<file path="config.mk">
export PLATFORM = sky130hd
export DESIGN_NAME = seg_scan_driver
export DESIGN_NICKNAME = d
export VERILOG_FILES = /design/src/rtl/seg_pkg.sv /design/src/rtl/seg_glyph_rom.sv /design/src/rtl/seg_scan_driver.sv
export SDC_FILE = /design/constraint.sdc
export NUM_CORES = 1
export LEC_CHECK = 0
export ABC_AREA = 0
export ABC_CLOCK_PERIOD_IN_PS = 5800
export CAP_MARGIN = 15
export CELL_PAD_IN_SITES_DETAIL_PLACEMENT = 1
export CELL_PAD_IN_SITES_GLOBAL_PLACEMENT = 1
export CORE_MARGIN = 2
export CORE_UTILIZATION = 45
export CTS_CLUSTER_DIAMETER = 60
export CTS_CLUSTER_SIZE = 14
export DETAILED_ROUTE_END_ITERATION = 8
export DONT_BUFFER_PORTS = 1
export PLACE_DENSITY_LB_ADDON = 0.1
export RECOVER_POWER = 50
export SLEW_MARGIN = 25
export SYNTH_ARGS = -nofsm -noshare
export SYNTH_HDL_FRONTEND = slang
export SYNTH_SLANG_ARGS = --single-unit
</file>
<file path="constraint.sdc">
create_clock -name clk -period 5.8 [get_ports clk]
set_clock_uncertainty 0.1 [all_clocks]
set_input_delay 0.58 -clock clk [delete_from_list [all_inputs] [get_ports clk]]
set_output_delay 0.58 -clock clk [all_outputs]
set_load 0.01 [all_outputs]
</file>
<file path="src/rtl/seg_pkg.sv">
// seg_pkg: shared types, constants and the alphanumeric glyph table for the
// seven-segment scan driver.
//   glyph_t     - 8-bit active-low segment pattern {p,g,f,e,d,c,b,a}
//   code_t      - 6-bit alphanumeric code (0-9, then letters A-Z as 10-35)
//   state_e     - output FSM states (dark gap / digit shown)
//   SEG_BLANK   - all segments off, decimal point included
//   GLYPH_MAX   - highest code with a glyph; anything above decodes to blank
//   GLYPH_TABLE - glyphs for codes 0..GLYPH_MAX
package seg_pkg;

    typedef logic [7:0] glyph_t;
    typedef logic [5:0] code_t;

    typedef enum logic {StGap, StShow} state_e;

    localparam glyph_t      SEG_BLANK = 8'hFF;
    localparam int unsigned GLYPH_MAX = 35;

    localparam glyph_t GLYPH_TABLE [GLYPH_MAX+1] = '{
        8'hC0, 8'hF9, 8'hA4, 8'hB0, 8'h99, 8'h92, 8'h82, 8'hF8,  // 0-7
        8'h80, 8'h90,                                            // 8-9
        8'h88, 8'h83, 8'hC6, 8'hA1, 8'h86, 8'h8E,                // A b C d E F
        8'hC2, 8'h8B, 8'hCF, 8'hE1, 8'h8A, 8'hC7,                // G h I J K L
        8'hC8, 8'hAB, 8'hA3, 8'h8C, 8'h98, 8'hAF,                // M n o P q r
        8'h92, 8'h87, 8'hC1, 8'hE3, 8'h95, 8'h89,                // S t U v W X
        8'h91, 8'hA4                                             // y Z
    };

endpackage

</file>
<file path="src/rtl/seg_glyph_rom.sv">
// seg_glyph_rom: combinational code-to-glyph decoder.
// Ports:
//   code  - in  6-bit alphanumeric code
//   glyph - out active-low segment pattern; codes above GLYPH_MAX give SEG_BLANK
module seg_glyph_rom
    import seg_pkg::*;
(
    input  logic [5:0] code,
    output logic [7:0] glyph
);

    always_comb begin
        glyph = SEG_BLANK;
        if (code <= code_t'(GLYPH_MAX)) begin
            glyph = GLYPH_TABLE[code];
        end
    end

endmodule

</file>
<file path="src/rtl/seg_scan_driver.sv">
// seg_scan_driver: multiplexed seven-segment driver for DIGITS common-anode
// digits sharing one active-low segment bus, with per-digit decimal point,
// blanking, blinking and circular left scroll.
// Ports:
//   clk, rst      - clock; synchronous active-high reset
//   load          - strobe capturing all display inputs into shadow registers
//   alnum_bus     - 6-bit code per digit, digit 0 in the low bits (rightmost)
//   dp_mask       - per-digit decimal point enable
//   blank_mask    - per-digit force-dark
//   blink_mask    - per-digit blink enable
//   scroll_en     - level enable for the scroll offset
//   an            - registered anode enables, active-low, at most one low
//   seg           - registered segments {p,g,f,e,d,c,b,a}, active-low
module seg_scan_driver
    import seg_pkg::*;
#(
    parameter int unsigned DIGITS     = 8,
    parameter int unsigned CLK_DIV    = 100000,
    parameter int unsigned BLINK_DIV  = 256,
    parameter int unsigned SCROLL_DIV = 512
) (
    input  logic                  clk,
    input  logic                  rst,
    input  logic                  load,
    input  logic [6*DIGITS-1:0]   alnum_bus,
    input  logic [DIGITS-1:0]     dp_mask,
    input  logic [DIGITS-1:0]     blank_mask,
    input  logic [DIGITS-1:0]     blink_mask,
    input  logic                  scroll_en,
    output logic [DIGITS-1:0]     an,
    output logic [7:0]            seg
);

    localparam int unsigned IDX_W = $clog2(DIGITS);
    localparam int unsigned SUM_W = IDX_W + 1;
    localparam int unsigned DIV_W = $clog2(CLK_DIV);
    localparam int unsigned BLK_W = (BLINK_DIV > 1) ? $clog2(BLINK_DIV) : 1;
    localparam int unsigned SCR_W = (SCROLL_DIV > 1) ? $clog2(SCROLL_DIV) : 1;

    logic [DIV_W-1:0]  div_cnt_q, div_cnt_d;
    logic [IDX_W-1:0]  idx_q, idx_d;
    logic [IDX_W-1:0]  offset_q, offset_d;
    logic [BLK_W-1:0]  blink_cnt_q, blink_cnt_d;
    logic [SCR_W-1:0]  scroll_cnt_q, scroll_cnt_d;
    logic              phase_q, phase_d;
    state_e            state_q, state_d;
    logic [5:0]        code_q [DIGITS];
    logic [DIGITS-1:0] dp_q, blank_q, blink_q;
    logic [DIGITS-1:0] an_d;
    logic [7:0]        seg_d;

    logic              tick;
    logic              scroll_step;
    logic [SUM_W-1:0]  off_sum, off_wrap;
    logic [SUM_W-1:0]  sel_sum, sel_wrap;
    logic [IDX_W-1:0]  sel_idx;
    logic [7:0]        glyph;
    logic              dark;

    assign tick        = (div_cnt_q == DIV_W'(CLK_DIV - 1));
    assign scroll_step = tick && scroll_en && (scroll_cnt_q == SCR_W'(SCROLL_DIV - 1));

    // One spare bit keeps the sums exact before folding back into 0..DIGITS-1.
    assign off_sum  = {1'b0, offset_q} + SUM_W'(1);
    assign off_wrap = (off_sum >= SUM_W'(DIGITS)) ? off_sum - SUM_W'(DIGITS) : off_sum;
    assign sel_sum  = {1'b0, idx_q} + {1'b0, offset_q};
    assign sel_wrap = (sel_sum >= SUM_W'(DIGITS)) ? sel_sum - SUM_W'(DIGITS) : sel_sum;
    assign sel_idx  = sel_wrap[IDX_W-1:0];

    seg_glyph_rom u_rom (
        .code  (code_q[sel_idx]),
        .glyph (glyph)
    );

    // Mask bits follow the shadow digit, so attributes scroll with content.
    assign dark = blank_q[sel_idx] | (blink_q[sel_idx] & phase_q);

    always_comb begin
        div_cnt_d    = tick ? '0 : div_cnt_q + 1'b1;
        idx_d        = idx_q;
        blink_cnt_d  = blink_cnt_q;
        phase_d      = phase_q;
        scroll_cnt_d = scroll_cnt_q;
        offset_d     = offset_q;

        if (tick) begin
            idx_d = (idx_q == IDX_W'(DIGITS - 1)) ? '0 : idx_q + 1'b1;
            if (blink_cnt_q == BLK_W'(BLINK_DIV - 1)) begin
                blink_cnt_d = '0;
                phase_d     = ~phase_q;
            end else begin
                blink_cnt_d = blink_cnt_q + 1'b1;
            end
            if (scroll_en) begin
                scroll_cnt_d = (scroll_cnt_q == SCR_W'(SCROLL_DIV - 1)) ? '0
                                                                        : scroll_cnt_q + 1'b1;
            end
        end

        if (load) begin
            offset_d = '0;
        end else if (scroll_step) begin
            offset_d = off_wrap[IDX_W-1:0];
        end
    end

    // GAP holds exactly one cycle after every tick; outputs follow the next state so
    // they line up with the registered an/seg.
    always_comb begin
        state_d = state_q;
        an_d    = '1;
        seg_d   = SEG_BLANK;
        unique case (state_q)
            StGap:  state_d = tick ? StGap : StShow;
            StShow: state_d = tick ? StGap : StShow;
            default: state_d = StGap;
        endcase
        if (state_d == StShow) begin
            an_d = ~(DIGITS'(1) << idx_q);
            if (!dark) begin
                seg_d    = glyph;
                seg_d[7] = glyph[7] & ~dp_q[sel_idx];
            end
        end
    end

    always_ff @(posedge clk) begin
        if (rst) begin
            div_cnt_q    <= '0;
            idx_q        <= '0;
            offset_q     <= '0;
            blink_cnt_q  <= '0;
            scroll_cnt_q <= '0;
            phase_q      <= 1'b0;
            state_q      <= StGap;
            dp_q         <= '0;
            blank_q      <= '1;
            blink_q      <= '0;
            an           <= '1;
            seg          <= SEG_BLANK;
            for (int i = 0; i < int'(DIGITS); i++) begin
                code_q[i] <= '0;
            end
        end else begin
            div_cnt_q    <= div_cnt_d;
            idx_q        <= idx_d;
            offset_q     <= offset_d;
            blink_cnt_q  <= blink_cnt_d;
            scroll_cnt_q <= scroll_cnt_d;
            phase_q      <= phase_d;
            state_q      <= state_d;
            an           <= an_d;
            seg          <= seg_d;
            if (load) begin
                dp_q    <= dp_mask;
                blank_q <= blank_mask;
                blink_q <= blink_mask;
                for (int i = 0; i < int'(DIGITS); i++) begin
                    code_q[i] <= alnum_bus[6*i +: 6];
                end
            end
        end
    end

endmodule
</file>
After elaboration in Yosys (flattened, before gate mapping)
Memories as Yosys holds them, arrays and structs flattened.
Index checks and enable logic that the tools add are counted.
Cells by class
  reductions and logical operators: 8
  shift-type cells: 1
  $lt $le $gt $ge: 5
  multiplexer cells: 27
  add/sub/neg operators: 8
  equal/unequal tests: 4
  bitwise gates (word level): 16
Operators with widths (count)
  $mux 6: 8
  $mux 8: 4
  $add 17x1->17 const B: 1
  $eq 17x17->1 const B: 1
  $add 9x1->9 const B: 1
  $bmux 1 s3: 3
  $eq 9x9->1 const B: 1
  $mux 3: 3
  $mux 9: 1
  $or 1x1->1: 9
  $add 8x1->8 const B: 1
  $eq 8x8->1 const B: 1
  $ge 4x4->1 const B: 2
  $mux 1: 8
  $not 8->8: 1
  $shl 1x3->8 const A: 1
  $ge 7x7->1 const B: 1
  $not 6->7: 1
  $le 6x6->1 const B: 1
  $sub 3x1->3 const B: 2
  $add 3x1->4 const B: 1
  $add 3x3->4: 1
  $lt 3x4->1 const B: 1
  $reduce_and 2->1: 2
  8 further kinds: 13
Word-level totals
  flip-flop bits (word level): 81
  logic and storage cells: 83
  bits in writable memories: 48
  output and inout bits: 16
  ROM bits: 512
  input port bits: 76
  memories kept: 2
Memories
  (no name shown): depth 64, bits a word 8, rd ports 1, clocked after Yosys merged registers in 0, write ports 0, RTL line seg_glyph_rom.sv:15  | glyph = GLYPH_TABLE[code];
  code_q: depth 8, bits a word 6, rd ports 1, clocked after Yosys merged registers in 0, write ports 8, RTL line seg_scan_driver.sv:47  | logic [5:0] code_q [DIGITS];

Longest topological paths before layout
An unclocked memory read counts as a cell.
  word-level depth: 10
  gate-level depth with buffers: 10

By module
From an unflattened synthesis, not the netlist that was laid out.
Unflattened totals
  cell total of the unflattened synthesis: 588
  area total of the unflattened synthesis: 6436.2 sq um
Modules (own cells, without submodules)
  seg_scan_driver: times used 1, area each 5789.3 sq um, sequential area each 3062.9 sq um, cells each 506
  seg_glyph_rom: times used 1, area each 646.9 sq um, sequential area each 0.0 sq um, cells each 82

Worst setup path after synthesis
No wires, ideal clock.
  kind: register to register
  start: register idx_q[0]
  end: register seg[2]
  path slack: 2.881 ns
  clock period less this slack: 2.919 ns
  data required time: 5.586 ns
  buffers on the path: 2
  cell stages (with the launch flop): 11
  arrival time: 2.705 ns
  cell sequence: dfxtp_1 ha_1 fa_1 clkbuf_8 buf_2 mux4_2 mux2_4 nand3_2 a21oi_1 a2111o_1 a21o_1
On the way
  cells in the longest elaborated chain, start to end: 8
RTL lines
  start, declared: RTL line seg_scan_driver.sv:41  | logic [IDX_W-1:0] idx_q, idx_d;
  start signal, assigned: RTL line seg_scan_driver.sv:146  | idx_q <= idx_d;
  $add 3x3->4 (*): RTL line seg_scan_driver.sv:66  | assign sel_sum = {1'b0, idx_q} + {1'b0, offset_q};
  $ge 4x4->1 or $sub 3x1->3 (tied branches): RTL line seg_scan_driver.sv:67  | assign sel_wrap = (sel_sum >= SUM_W'(DIGITS)) ? sel_sum - SUM_W'(DIGITS) : sel_sum;
  $mux 3 (*): RTL line seg_scan_driver.sv:67
  $mem_v2 8x6 or $bmux 1 s3 (tied branches)
  $not 6->7 (implied by the code) or $mux 1 (tied branches): RTL line seg_glyph_rom.sv:15, seg_scan_driver.sv:76
  $mem_v2 64x8 or $and 1x1->1 (tied branches)
  $mux 8 (implied by the code) or $or 1x1->1 (tied branches): RTL line seg_glyph_rom.sv:15, seg_scan_driver.sv:76
  $mux 8 (implied by the code) or $reduce_or 4->1 (tied branches)
  end signal, assigned: RTL line seg_scan_driver.sv:153  | seg <= seg_d;
  end, declared: RTL line seg_scan_driver.sv:31  | output logic [7:0] seg
Mark *: on every way between the ends. The rest lies on a longest branch, timed or not. The select of a mux whose other input is x is not followed.
A chain may end at the register's enable or synchronous reset.

Worst setup path after layout
  start: register idx_q[0]
  end: register seg[5]
Same word-level chain as after synthesis.

==> qor.yml <==
status:
  run_status: "finished with violations"
  violations: "max-capacitance violations, max-slew violations"
yosys:
  yosysUniqueCellTypes: 57
  synthTopCellsByArea: "dfxtp_1, edfxtp_1, mux2i_1"
  synth_seq_area_share_pct: 50.89
  syn_area_um2: 6018
  avgSynthCellArea_um2: 11.25
  syn_inst: 535
  synth_ff_type: "dfxtp_1"
  ys_seq_elements: 129
  yosys-top-cells-count: "dfxtp_1, nor2_1, edfxtp_1"
  synth.most_common_cell: "dfxtp_1"
  synthArstFlopShare_pct: 0
  synthDominantCellAreaShare_pct: 26.94
  syn-num-nets: 624
  synth_edf_count: 48
  yosys.area.top_type: "dfxtp_1"
  yosys_warnings: 0
timing:
  setup_viol: 0
  worstMarginPinSlew_ns: 3.436
  maxSlewHeadroom_pct: -129.1
  fin_crit_sh_pct: 57.64
  tns_ns: 0
  min_period_ns: 3.343
  hold_viol: 0
  fmax_mhz: 299.1
  final_max_slew_viol_count: 52
  rsz0062_at_grt: "no"
power_and_ir_drop:
  switching_share_pct: 21.30
  p_seq_share_pct: 44.6
  switchingPower_w: 0.0004792
  power_frac_clock_pct: 49.6
  p_per_area_nw_per_um2: 333.0
  ir_worst_vdd_mv: 0.2390
  cellLeakagePower_nw: 2.525
  comb_power_share_pct: 5.8
  p_int_w: 0.001771
place:
  gp_congestion: 0.8175
  io_buffers: 0
  dp_hpwl_mm: 9.268
global_routing:
  grt-ovfl-total: 0
  grt_max_degree: 52
  grt_pass1_wl_mm: 21.96
  grtUsageTotal_pct: 20.02
  antenna_found_initial: 2
  grt_pass1_vias: 4232
worst_setup_path:
  critPathRequiredTime_ns: 5.99
  setup.worst_path.start_class: "flip-flop"
  critPathCaptureType: "flip-flop"
  cp_max_fo: 17
  critPathKind: "reg -> reg"
  reg2reg_depth: 7
  worstPathArrival_ns: 3.54
  r2r_end: "seg[5]"
  regToRegSetupSlack_ns: 2.46
  r2r-start: "idx_q[0]"
clock_network:
  htree_levels: 4
  cts.sinks: 129
  ctsResizeCount: 0
  insertion_delay_ns: 0.42
  tritoncts: "built"
  cts_buffers: 17
  hold_buffers: 0
  clockBufferDepth: 2
  clk_pin_slew_ns: 0.06
  cts_setup_buffers: 0
  root_buffer: "clkbuf_16"
detailed_routing:
  drtIter0Drc: 269
  viasPerCell: 5.470
  wirelength_mm: 13.26
  wire_per_inst_um: 18.24
  num_vias: 3977
  drc_errors: 0
  ant_nets: 0
  drt_pass1_iterations: 4
run:
  cap_violations: 1
floorplan:
  fp-row-count: 42
  pin_count: 92
  start_util_pct: 45.81
  die_h_um: 119.6
  die_w_um: 119.6
  dieArea_um2: 14310
  core_um2: 13140
finish:
  layout-drive-gt1-share_pct: 11.11
  final_nets: 625
  final_util_pct: 51.43
  area_growth_pct: 12.27
worst_hold_path:
  hold_depth: 1
  holdPathEnd: "dp_q[5]"
  min_path_type: "in -> reg"
  hp-start: "rst"
-- cell usage in the layout, fill, tap and decap left out, drive strengths merged, types with 3 or more instances in the layout --
| cell | instances |
|---|---|
| mux2i | 32 |
| a211oi | 6 |
| nor4 | 3 |
| nand2 | 48 |
| bufinv | 4 |
| dfxtp | 81 |
| mux4 | 18 |
| or3 | 4 |
| nor2b | 13 |
| clkbuf | 24 |
| nand4 | 12 |
| xnor2 | 9 |
| clkinvlp | 3 |
| nand3 | 18 |
| and3 | 5 |
| o211ai | 3 |
| edfxtp | 48 |
| o21ai | 9 |
| nor3 | 5 |
| and2 | 40 |
| mux2 | 6 |
| xor2 | 24 |
| ha | 12 |
| nor2 | 74 |
| a21oi | 11 |
| inv | 7 |
-- per-layer routing --
layer  part of all wire (%)  vias up  track usage [%]
met4                    1.6        0            7.132
met2                     47       91            31.96
met3                    6.1       16            7.510
li1                       -     1918                -
met5                      0        -                0
met1                     45     1952            24.91
-- through the flow --
step                      cell area (um^2)  instances  worst slack [ns]  total power, W  hold WS (ns)
after floorplan                       6018        535             2.881        0.001123        0.3297
after global placement                6130        693             1.941        0.001144        0.3424
after detailed placement              6135        693             2.278        0.001151        0.3536
after CTS                             6749        725             2.271        0.002273        0.1069
after global routing                  6754        726             2.175        0.002334        0.1059
final                                 6756        727             2.457        0.002250        0.1212
-- cells by family (layout without fill, tap and decap cells) --
| family | Yosys count | after routing | synth area share (%) |
|---|---|---|---|
| buf+inv | 28 | 42 | 2.620 |
| other cells | 0 | 2 | 0 |
| mux | 56 | 56 | 14.26 |
| simple gates | 228 | 228 | 18.55 |
| compound gates | 46 | 46 | 5.198 |
| fa+ha+maj | 13 | 13 | 2.827 |
| xor+xnor | 35 | 35 | 5.655 |
| flops | 129 | 129 | 50.89 |
-- final cells by class --
class	count	area (um^2)
multi-input combinational	378	2809
tap	176	220.2
clock buffer	23	457.9
sequential	129	3063
antenna	2	5.005
clock inverter	9	156.4
fill	1392	6381
timing repair buffer	3	18.77
inverter	7	26.28
-- registers in the layout (all words and copies together) (netlist names) --
| signal | count |
|---|---|
| idx_q | 3 |
| seg | 8 |
| scroll_cnt_q | 9 |
| dp_q | 8 |
| blink_q | 8 |
| code_q | 48 |
| an | 8 |
| div_cnt_q | 17 |
| phase_q | 1 |
| blink_cnt_q | 8 |
| blank_q | 8 |
| offset_q | 3 |
-- critical path: stages, from the launching register on --
cell	delay, ns
dfxtp_1	0.36
ha_2	0.70
mux4_1	0.62
nand2_1	0.10
nand2_1	0.08
a211oi_1	0.85
and2_1	0.29
o221ai_1	0.11
-- worst max-delay path by stage --
stage,slack (ns),to,cells after the start,from
after floorplan,2.88,seg[2],10,idx_q[0]
after global placement,1.94,seg[1],6,idx_q[0]
after detailed placement,2.28,seg[1],8,idx_q[0]
after CTS,2.27,seg[1],8,idx_q[0]
after global routing,2.17,seg[5],7,idx_q[0]
final,2.46,seg[5],7,idx_q[0]
-- power by group through the flow --
stage / clock network (W) / registers [W] / logic [W]
after CTS: 0.00114 / 0.00100 / 0.000131
after global placement: 0 / 0.00102 / 0.000127
after detailed placement: 0 / 0.00102 / 0.000131
final: 0.00112 / 0.00100 / 0.000130
after floorplan: 0 / 0.00101 / 0.000111
after global routing: 0.00118 / 0.00101 / 0.000145
No activity file was read; power rests on OpenSTA's default activity.
